**src/rtl/axi_req_arbiter_pkg.sv**
```systemverilog
// Shared definitions for the IF/MEM AXI request arbiter.
//   arb_state_t  : arbiter FSM states (idle / waiting for master completion)
//   req_id_t     : requester identities used for the owner register
//   streak_width : width of the MEM-grant streak counter for a given limit
package axi_req_arbiter_pkg;

    typedef enum logic {
        ST_IDLE = 1'b0,
        ST_WAIT = 1'b1
    } arb_state_t;

    typedef enum logic {
        REQ_IF  = 1'b0,
        REQ_MEM = 1'b1
    } req_id_t;

    // A limit of 0 still needs a 1-bit counter so the register stays legal.
    function automatic int unsigned streak_width(input int unsigned max_val);
        return (max_val > 0) ? $clog2(max_val + 1) : 1;
    endfunction

endpackage

```
**src/rtl/axi_req_arbiter_slot.sv**
```systemverilog
// One-deep request holding register for a single requester.
// Ports:
//   clk, resetn        clock, synchronous active-low reset
//   start              one-cycle request pulse
//   we/addr/wdata/wstrb request fields sampled with start
//   clear              slot has been granted this cycle, empty it
//   owner_active       this requester's transaction is outstanding at the master
//   full               slot holds a request
//   req_we..req_wstrb  held request fields
//   overflow           start arrived while this requester was still busy (request dropped)
module arb_req_slot #(
    parameter int unsigned ADDR_W = 32,
    parameter int unsigned DATA_W = 32
) (
    input  logic                clk,
    input  logic                resetn,
    input  logic                start,
    input  logic                we,
    input  logic [ADDR_W-1:0]   addr,
    input  logic [DATA_W-1:0]   wdata,
    input  logic [DATA_W/8-1:0] wstrb,
    input  logic                clear,
    input  logic                owner_active,
    output logic                full,
    output logic                req_we,
    output logic [ADDR_W-1:0]   req_addr,
    output logic [DATA_W-1:0]   req_wdata,
    output logic [DATA_W/8-1:0] req_wstrb,
    output logic                overflow
);

    assign overflow = start & (full | owner_active);

    always_ff @(posedge clk) begin
        if (!resetn) begin
            full      <= 1'b0;
            req_we    <= 1'b0;
            req_addr  <= '0;
            req_wdata <= '0;
            req_wstrb <= '0;
        end else if (start && !overflow) begin
            full      <= 1'b1;
            req_we    <= we;
            req_addr  <= addr;
            req_wdata <= wdata;
            req_wstrb <= wstrb;
        end else if (clear) begin
            full <= 1'b0;
        end
    end

endmodule

```
**src/rtl/axi_req_arbiter.sv**
```systemverilog
// Arbitrates the single AXI user-side port between instruction fetch (read-only)
// and the MEM stage. Start pulses are captured in one-deep slots; one transaction
// is granted at a time, MEM first, with an IF anti-starvation limit.
// Ports:
//   clk, resetn                       clock, synchronous active-low reset
//   if_start/if_addr                  IF read request
//   if_busy/if_done/if_rdata          IF status, completion pulse, read data
//   mem_start/we/addr/wdata/wstrb     MEM request
//   mem_busy/mem_done/mem_rdata       MEM status, completion pulse, read data
//   m_start/we/addr/wdata/wstrb       registered request to the AXI master
//   m_busy/m_done/m_rdata             AXI master status, completion, read data
//   proto_err                         sticky: start while own request outstanding
module axi_req_arbiter
    import axi_req_arbiter_pkg::*;
#(
    parameter int unsigned ADDR_W     = 32,
    parameter int unsigned DATA_W     = 32,
    parameter int unsigned STARVE_MAX = 4
) (
    input  logic                clk,
    input  logic                resetn,
    input  logic                if_start,
    input  logic [ADDR_W-1:0]   if_addr,
    output logic                if_busy,
    output logic                if_done,
    output logic [DATA_W-1:0]   if_rdata,
    input  logic                mem_start,
    input  logic                mem_we,
    input  logic [ADDR_W-1:0]   mem_addr,
    input  logic [DATA_W-1:0]   mem_wdata,
    input  logic [DATA_W/8-1:0] mem_wstrb,
    output logic                mem_busy,
    output logic                mem_done,
    output logic [DATA_W-1:0]   mem_rdata,
    output logic                m_start,
    output logic                m_we,
    output logic [ADDR_W-1:0]   m_addr,
    output logic [DATA_W-1:0]   m_wdata,
    output logic [DATA_W/8-1:0] m_wstrb,
    input  logic                m_busy,
    input  logic                m_done,
    input  logic [DATA_W-1:0]   m_rdata,
    output logic                proto_err
);

    localparam int unsigned    SW         = streak_width(STARVE_MAX);
    localparam logic [SW-1:0]  STREAK_LIM = SW'(STARVE_MAX);

    arb_state_t     state, state_nxt;
    req_id_t        owner;
    logic [SW-1:0]  streak;

    logic                if_full, mem_full;
    logic                if_slot_we, mem_slot_we;
    logic [ADDR_W-1:0]   if_slot_addr, mem_slot_addr;
    logic [DATA_W-1:0]   if_slot_wdata, mem_slot_wdata;
    logic [DATA_W/8-1:0] if_slot_wstrb, mem_slot_wstrb;
    logic                if_ovf, mem_ovf;
    logic                if_active, mem_active;
    logic                grant_if, grant_mem;
    logic                if_starving;

    // A requester may restart in the cycle its done is seen, so the
    // outstanding-transaction guard drops out while m_done is high.
    assign if_active  = (state == ST_WAIT) && (owner == REQ_IF)  && !m_done;
    assign mem_active = (state == ST_WAIT) && (owner == REQ_MEM) && !m_done;

    arb_req_slot #(.ADDR_W(ADDR_W), .DATA_W(DATA_W)) u_if_slot (
        .clk          (clk),
        .resetn       (resetn),
        .start        (if_start),
        .we           (1'b0),
        .addr         (if_addr),
        .wdata        ('0),
        .wstrb        ('0),
        .clear        (grant_if),
        .owner_active (if_active),
        .full         (if_full),
        .req_we       (if_slot_we),
        .req_addr     (if_slot_addr),
        .req_wdata    (if_slot_wdata),
        .req_wstrb    (if_slot_wstrb),
        .overflow     (if_ovf)
    );

    arb_req_slot #(.ADDR_W(ADDR_W), .DATA_W(DATA_W)) u_mem_slot (
        .clk          (clk),
        .resetn       (resetn),
        .start        (mem_start),
        .we           (mem_we),
        .addr         (mem_addr),
        .wdata        (mem_wdata),
        .wstrb        (mem_wstrb),
        .clear        (grant_mem),
        .owner_active (mem_active),
        .full         (mem_full),
        .req_we       (mem_slot_we),
        .req_addr     (mem_slot_addr),
        .req_wdata    (mem_slot_wdata),
        .req_wstrb    (mem_slot_wstrb),
        .overflow     (mem_ovf)
    );

    assign if_starving = (STARVE_MAX != 0) && (streak == STREAK_LIM);

    always_comb begin
        state_nxt = state;
        grant_if  = 1'b0;
        grant_mem = 1'b0;
        case (state)
            ST_IDLE: begin
                if ((if_full || mem_full) && !m_busy) begin
                    if (if_full && (!mem_full || if_starving)) begin
                        grant_if = 1'b1;
                    end else begin
                        grant_mem = 1'b1;
                    end
                    state_nxt = ST_WAIT;
                end
            end
            ST_WAIT: begin
                if (m_done) begin
                    state_nxt = ST_IDLE;
                end
            end
            default: state_nxt = ST_IDLE;
        endcase
    end

    always_ff @(posedge clk) begin
        if (!resetn) begin
            state     <= ST_IDLE;
            owner     <= REQ_IF;
            streak    <= '0;
            m_start   <= 1'b0;
            m_we      <= 1'b0;
            m_addr    <= '0;
            m_wdata   <= '0;
            m_wstrb   <= '0;
            proto_err <= 1'b0;
        end else begin
            state   <= state_nxt;
            m_start <= grant_if | grant_mem;
            if (grant_if) begin
                owner   <= REQ_IF;
                m_we    <= if_slot_we;
                m_addr  <= if_slot_addr;
                m_wdata <= if_slot_wdata;
                m_wstrb <= if_slot_wstrb;
            end else if (grant_mem) begin
                owner   <= REQ_MEM;
                m_we    <= mem_slot_we;
                m_addr  <= mem_slot_addr;
                m_wdata <= mem_slot_wdata;
                m_wstrb <= mem_slot_wstrb;
            end
            // Streak counts MEM grants that bypassed a waiting IF request.
            if (grant_if || !if_full) begin
                streak <= '0;
            end else if (grant_mem && (streak != STREAK_LIM)) begin
                streak <= streak + 1'b1;
            end
            if (if_ovf || mem_ovf) begin
                proto_err <= 1'b1;
            end
        end
    end

    assign if_busy   = if_full  | ((state == ST_WAIT) && (owner == REQ_IF));
    assign mem_busy  = mem_full | ((state == ST_WAIT) && (owner == REQ_MEM));
    assign if_done   = (state == ST_WAIT) && m_done && (owner == REQ_IF);
    assign mem_done  = (state == ST_WAIT) && m_done && (owner == REQ_MEM);
    assign if_rdata  = m_rdata;
    assign mem_rdata = m_rdata;

endmodule

```
**config.mk**
```make
export PLATFORM = sky130hd
export DESIGN_NAME = axi_req_arbiter
export DESIGN_NICKNAME = d
export VERILOG_FILES = /design/src/rtl/axi_req_arbiter_pkg.sv /design/src/rtl/axi_req_arbiter_slot.sv /design/src/rtl/axi_req_arbiter.sv
export SDC_FILE = /design/constraint.sdc
export NUM_CORES = 1
export LEC_CHECK = 0
export ABC_CLOCK_PERIOD_IN_PS = 2500
export BUFFER_PORTS_ARGS = -buffer_cell sky130_fd_sc_hd__buf_2
export CORE_AREA = 4 4 139 141
export CTS_CLUSTER_SIZE = 25
export DETAILED_ROUTE_END_ITERATION = 12
export DIE_AREA = 0 0 143 145
export MAX_ROUTING_LAYER = met4
export PLACE_DENSITY = 0.75
export SLEW_MARGIN = 40
export SYNTH_ARGS = -nofsm -noshare
export SYNTH_HDL_FRONTEND = slang
export SYNTH_SLANG_ARGS = --single-unit
```
**constraint.sdc**
```tcl
create_clock -name clk -period 2.5 [get_ports clk]
set_input_delay 0.5 -clock clk [delete_from_list [all_inputs] [get_ports clk]]
set_output_delay 0.5 -clock clk [all_outputs]
set_load 0.02 [all_outputs]
```
-- After elaboration in Yosys (flattened, before gate mapping)
Index checks and enable logic that the tools add are counted.
- add/sub/neg operators: 1
- multipliers: 0
- divide/modulo/power cells: 0
- magnitude comparators: 0
- equal/unequal tests: 2
- shift operators: 0
- mux-type cells: 21
- bitwise logic cells: 10
- reductions and logical operators: 27
- operator list (kind ; count):
    32-bit two-way mux ; 4
    1-bit two-way mux ; 14
    1-bit logical AND ; 12
    4-bit two-way mux ; 2
    1-bit zero test ; 6
    2-bit nonzero test ; 3
    1-bit bitwise OR ; 5
    1-bit logical OR ; 4
    2-bit OR reduction ; 2
    3-bit by 1-bit adder with 3-bit output (second input constant) ; 1
    3-bit equality test (second input constant) ; 1
    3-bit != test (second input constant) ; 1
    1-bit NOT ; 3
    1-bit AND ; 2
    1-bit case mux with 2 select lines ; 1
- register bits: 179
- latch bits: 0
- RAM bits: 0
- ROM bits: 0
- input bits: 139
- output and inout port bits: 139
- word-level logic and storage cells: 77
- memories: 0

-- Longest topological paths before layout
- word-level depth: 8
- mapped depth: 7
- mapped depth without buffers: 5

-- Hierarchy
Synthesis repeated with hierarchy kept, for this count alone.
- cell total of the unflattened synthesis: 1129
- area, all modules: 9872.0 µm²
- by module, submodules not included (module ; times used ; cells an instance ; area each (µm²) ; sequential area each (µm²)):
    arb_req_slot ; 2 ; 304 ; 2870.3 ; 1401.3
    axi_req_arbiter ; 1 ; 521 ; 4131.5 ; 1521.5

-- Worst setup path after synthesis
No wires, ideal clock.
- kind: flip-flop to output port
- from: reg u_if_slot.full
- to: out if_busy
- arrival: 1035 ps
- data required time: 2000 ps
- path slack: 965 ps
- stages on the path, launching flop included: 4
- path buffers: 2
- cells stage by stage: dfxtp_1 buf_2 buf_1 a21o_1
- word-level cells in the longest chain between the ends: 1
- RTL lines (what ; line ; RTL):
    from (decl) ; axi_req_arbiter_slot.sv:24 ; output logic full,
    from (signal assigned) ; axi_req_arbiter_slot.sv:36 ; full <= 1'b0;
    from (signal assigned) ; axi_req_arbiter_slot.sv:42 ; full <= 1'b1;
    from (signal assigned) ; axi_req_arbiter_slot.sv:48 ; full <= 1'b0;
    1-bit bitwise OR ; axi_req_arbiter.sv:169 ; assign if_busy = if_full | ((state == ST_WAIT) && (owner == REQ_IF));
    to (decl) ; axi_req_arbiter.sv:24 ; output logic if_busy,
No other way between the ends.

-- Worst setup path after layout
Ends and elaborated chain as after synthesis.

==> flow_metrics.tcl <==
set metrics [dict create \
    diodes 0 \
    synth_cells 925 \
    port-buffer-count 181 \
    finalCritPeriodShare_pct 86.9 \
    die_area_mm2 0.0207 \
    ys_warn_count 0 \
    ys_top_cells_by_area "dfxtp_1 (44%), mux2i_1 (13%), nand2_1 (9.7%)" \
    final_antenna_net_count 0 \
    period_minus_slack_ns 2.17 \
    hp-class "primary input to flip-flop" \
    total_power_uw 6940 \
    setup-violations-final 0 \
    p_clk_share_pct 39.7 \
    grt_pass1_vias 6693 \
    switching_power_uw 1930 \
    yosysTopAreaCellShare_pct 44.4 \
    critical_path.startpoint "u_if_slot.full$_SDFFE_PN0P_" \
    cellPowerDensity_mw_per_mm2 755 \
    rows 49 \
    cp.required_ns 2.00 \
    maxSlewHeadroom_pct 51.4 \
    worstSetupEndpoint "if_busy" \
    syn_to_final_growth_pct 13.9 \
    synth_top_family_by_area "compound AO/OA/AOI/OAI gates" \
    pwr-share-comb_pct 14.7 \
    clkLatencyLatePin_ns 0.43 \
    cts_sinks 179 \
    worstSetupPathType "flip-flop to primary output" \
    cts_repair_resize_count 0 \
    synth_adder_area_share_pct 0.310 \
    synth-seq-area-share_pct 44.4 \
    ctsLongestPathBuffers 2 \
    rsz0062_at_grt "no" \
    firstDrtPassIters 5 \
    start_util_pct 44.9 \
    viasPerCell 5.46 \
    setup_tns_ns 0 \
    netlist_area_mm2 0.00807 \
    die_w_um 143 \
    critPathLaunchType "flip-flop" \
    synth_compound_area_share_pct 17.6 \
    hpwl_um 13300 \
    drive_gt1_share_pct 24.3 \
    yosysUniqueCellTypes 37 \
    grt_pass1_wl_um 33300 \
    p_sw_share_pct 27.8 \
    synthMuxAreaShare_pct 12.5 \
    fin_skew_ns 0.00873 \
    die_h_um 145 \
    clk_pin_slew_worst_paths_ns 0.07 \
    maxCapViolCount 0 \
    synth-xor-area-share_pct 0 \
    track_usage_pct 20.1 \
    reg2reg_depth 3 \
    htreeDepth 4 \
    cts_tree "built" \
    yosys.area.top_type "dfxtp_1" \
    drc_errors 0 \
    post_cts_buffers 0 \
    final_common_cell "nand2_1" \
    antenna_found_initial 0 \
    cts_hold_buffers 0 \
    layout_common_cells "nand2_1 (208), buf_2 (180), dfxtp_1 (178)" \
    vias 6726 \
    status "complete, no violations" \
    gp_congestion 0.759 \
    synthSimpleGateAreaFrac_pct 13.2 \
    wl_per_cell_um 16.7 \
    p_int_uw 5010 \
    wirelength_um 20600 \
    arrival_ns 1.67 \
    timing.rr.end "m_addr[22]$_SDFFE_PN0P_" \
    grt_max_degree 97 \
    clock-root-buffer "clkbuf_16" \
    worstReg2RegStart "u_if_slot.full$_SDFFE_PN0P_" \
    p_seq_share_pct 45.5 \
    slew_violations 0 \
    hold_viol 0 \
    core_mm2 0.0180 \
    drt_iter0_markers 414 \
    synth.ff_latch_count 179 \
    timing.fmax_ghz 0.460 \
    critPathMaxFanout 14 \
    tightest_slew_ns 0.729 \
    ir_drop_uv 512 \
    numCtsBuffers 17 \
    leakage_uw 0.00382 \
    nets 1131 \
    r2r_setup_slack_ns 0.60 \
    overflow 0 \
    ios 278 \
    syn_avg_cell_area_um2 8.73 \
    crit_path_end_kind "primary output" \
    synth.net_count 1066 \
]
power groups by stage:
stage | Sequential, µW | Combinational [µW] | Clock (µW)
6_report | 3160 | 1020 | 2760
5_1_grt | 3180 | 1120 | 2920
4_1_cts | 3160 | 1030 | 2800
3_5_place_dp | 3220 | 1020 | 0
3_3_place_gp | 3220 | 1000 | 0
2_1_floorplan | 3260 | 792 | 0
worst min path at each step:
stage                                                      end  cells past startpoint  slack [ns]                                 start
final                      u_if_slot.req_addr[10]$_SDFFE_PN0P_                      3        0.31                           if_addr[10]
after global routing      u_mem_slot.req_addr[14]$_SDFFE_PN0P_                      3        0.30                          mem_addr[14]
after CTS                  u_if_slot.req_addr[10]$_SDFFE_PN0P_                      3        0.29                           if_addr[10]
after detailed placement  u_mem_slot.req_addr[11]$_SDFFE_PN0P_                      2        0.45  u_mem_slot.req_addr[11]$_SDFFE_PN0P_
after global placement    u_mem_slot.req_addr[19]$_SDFFE_PN0P_                      2        0.44  u_mem_slot.req_addr[19]$_SDFFE_PN0P_
after floorplan            u_mem_slot.req_addr[0]$_SDFFE_PN0P_                      2        0.43   u_mem_slot.req_addr[0]$_SDFFE_PN0P_
flip-flops by register name, summed over array words and instances, names as in the netlist, 3 cells and up:
name	count
m_addr	32
m_wdata	32
u_if_slot.req_addr	32
u_mem_slot.req_addr	32
u_mem_slot.req_wdata	32
m_wstrb	4
u_mem_slot.req_wstrb	4
streak	3
logic make-up after synthesis:
kind of cell,Yosys count
AOI/OAI and AO/OA,224
adders and majority gates,2
buffers and inverters,162
DFF,179
muxes,101
and+or+nand+nor,257
stage by stage:
stage | hold slack (ns) | util, % | area (µm²) | setup slack [ns] | instances
floorplan | 0.431 | - | 8070 | 0.965 | 925
global placement | 0.440 | 47.8 | 8590 | 0.631 | 1200
detailed placement | 0.446 | 47.8 | 8590 | 0.550 | 1200
CTS | 0.293 | 51.2 | 9190 | 0.314 | 1232
global route | 0.297 | 51.2 | 9190 | 0.218 | 1232
finish | 0.311 | 51.2 | 9190 | 0.328 | 1232
routing by layer:
metal / GRT usage, % / vias to the layer above / routed length [µm]
met4: 6.70 / 0 / 420
met5: - / - / 0
met2: 30.7 / 220 / 9760
met3: 4.61 / 49 / 1360
met1: 26.4 / 3155 / 9050
li1: - / 3302 / -
cell usage after synthesis:
cell,number
a21boi_4,1
o2bb2ai_1,1
o2111ai_1,37
inv_1,4
nor4b_2,1
and3b_1,1
nand3_1,34
o21ai_0,39
buf_2,23
a31oi_1,2
a311oi_1,33
nor2b_1,1
o21a_1,3
a21o_1,2
clkinv_1,1
nor2_4,1
nor3_1,1
a21oi_1,73
ha_1,2
clkbuf_1,45
mux2i_1,101
nand2_1,208
or2_2,1
nor2_1,1
buf_1,4
nor4b_1,1
or2_1,1
o21ai_1,32
and3_1,2
buf_6,6
nor3b_1,3
inv_2,1
clkbuf_2,2
dfxtp_1,179
a21bo_1,1
nor2_2,1
buf_4,76
critical path, cell delays in order (launching register included):
cell,delay (ns)
dfxtp_1,0.65
buf_4,0.33
a21o_1,0.11
buf_2,0.15
final cells by class:
cell class,instances,area (µm²)
sequential,179,3580
multi-input combinational,584,3540
clock inverter,14,174
inverter,6,22.5
timing repair buffer,202,1160
clock buffer,18,429
fill,1681,8770
tap,229,287
Note: power is estimated with default switching activity, not from simulation.
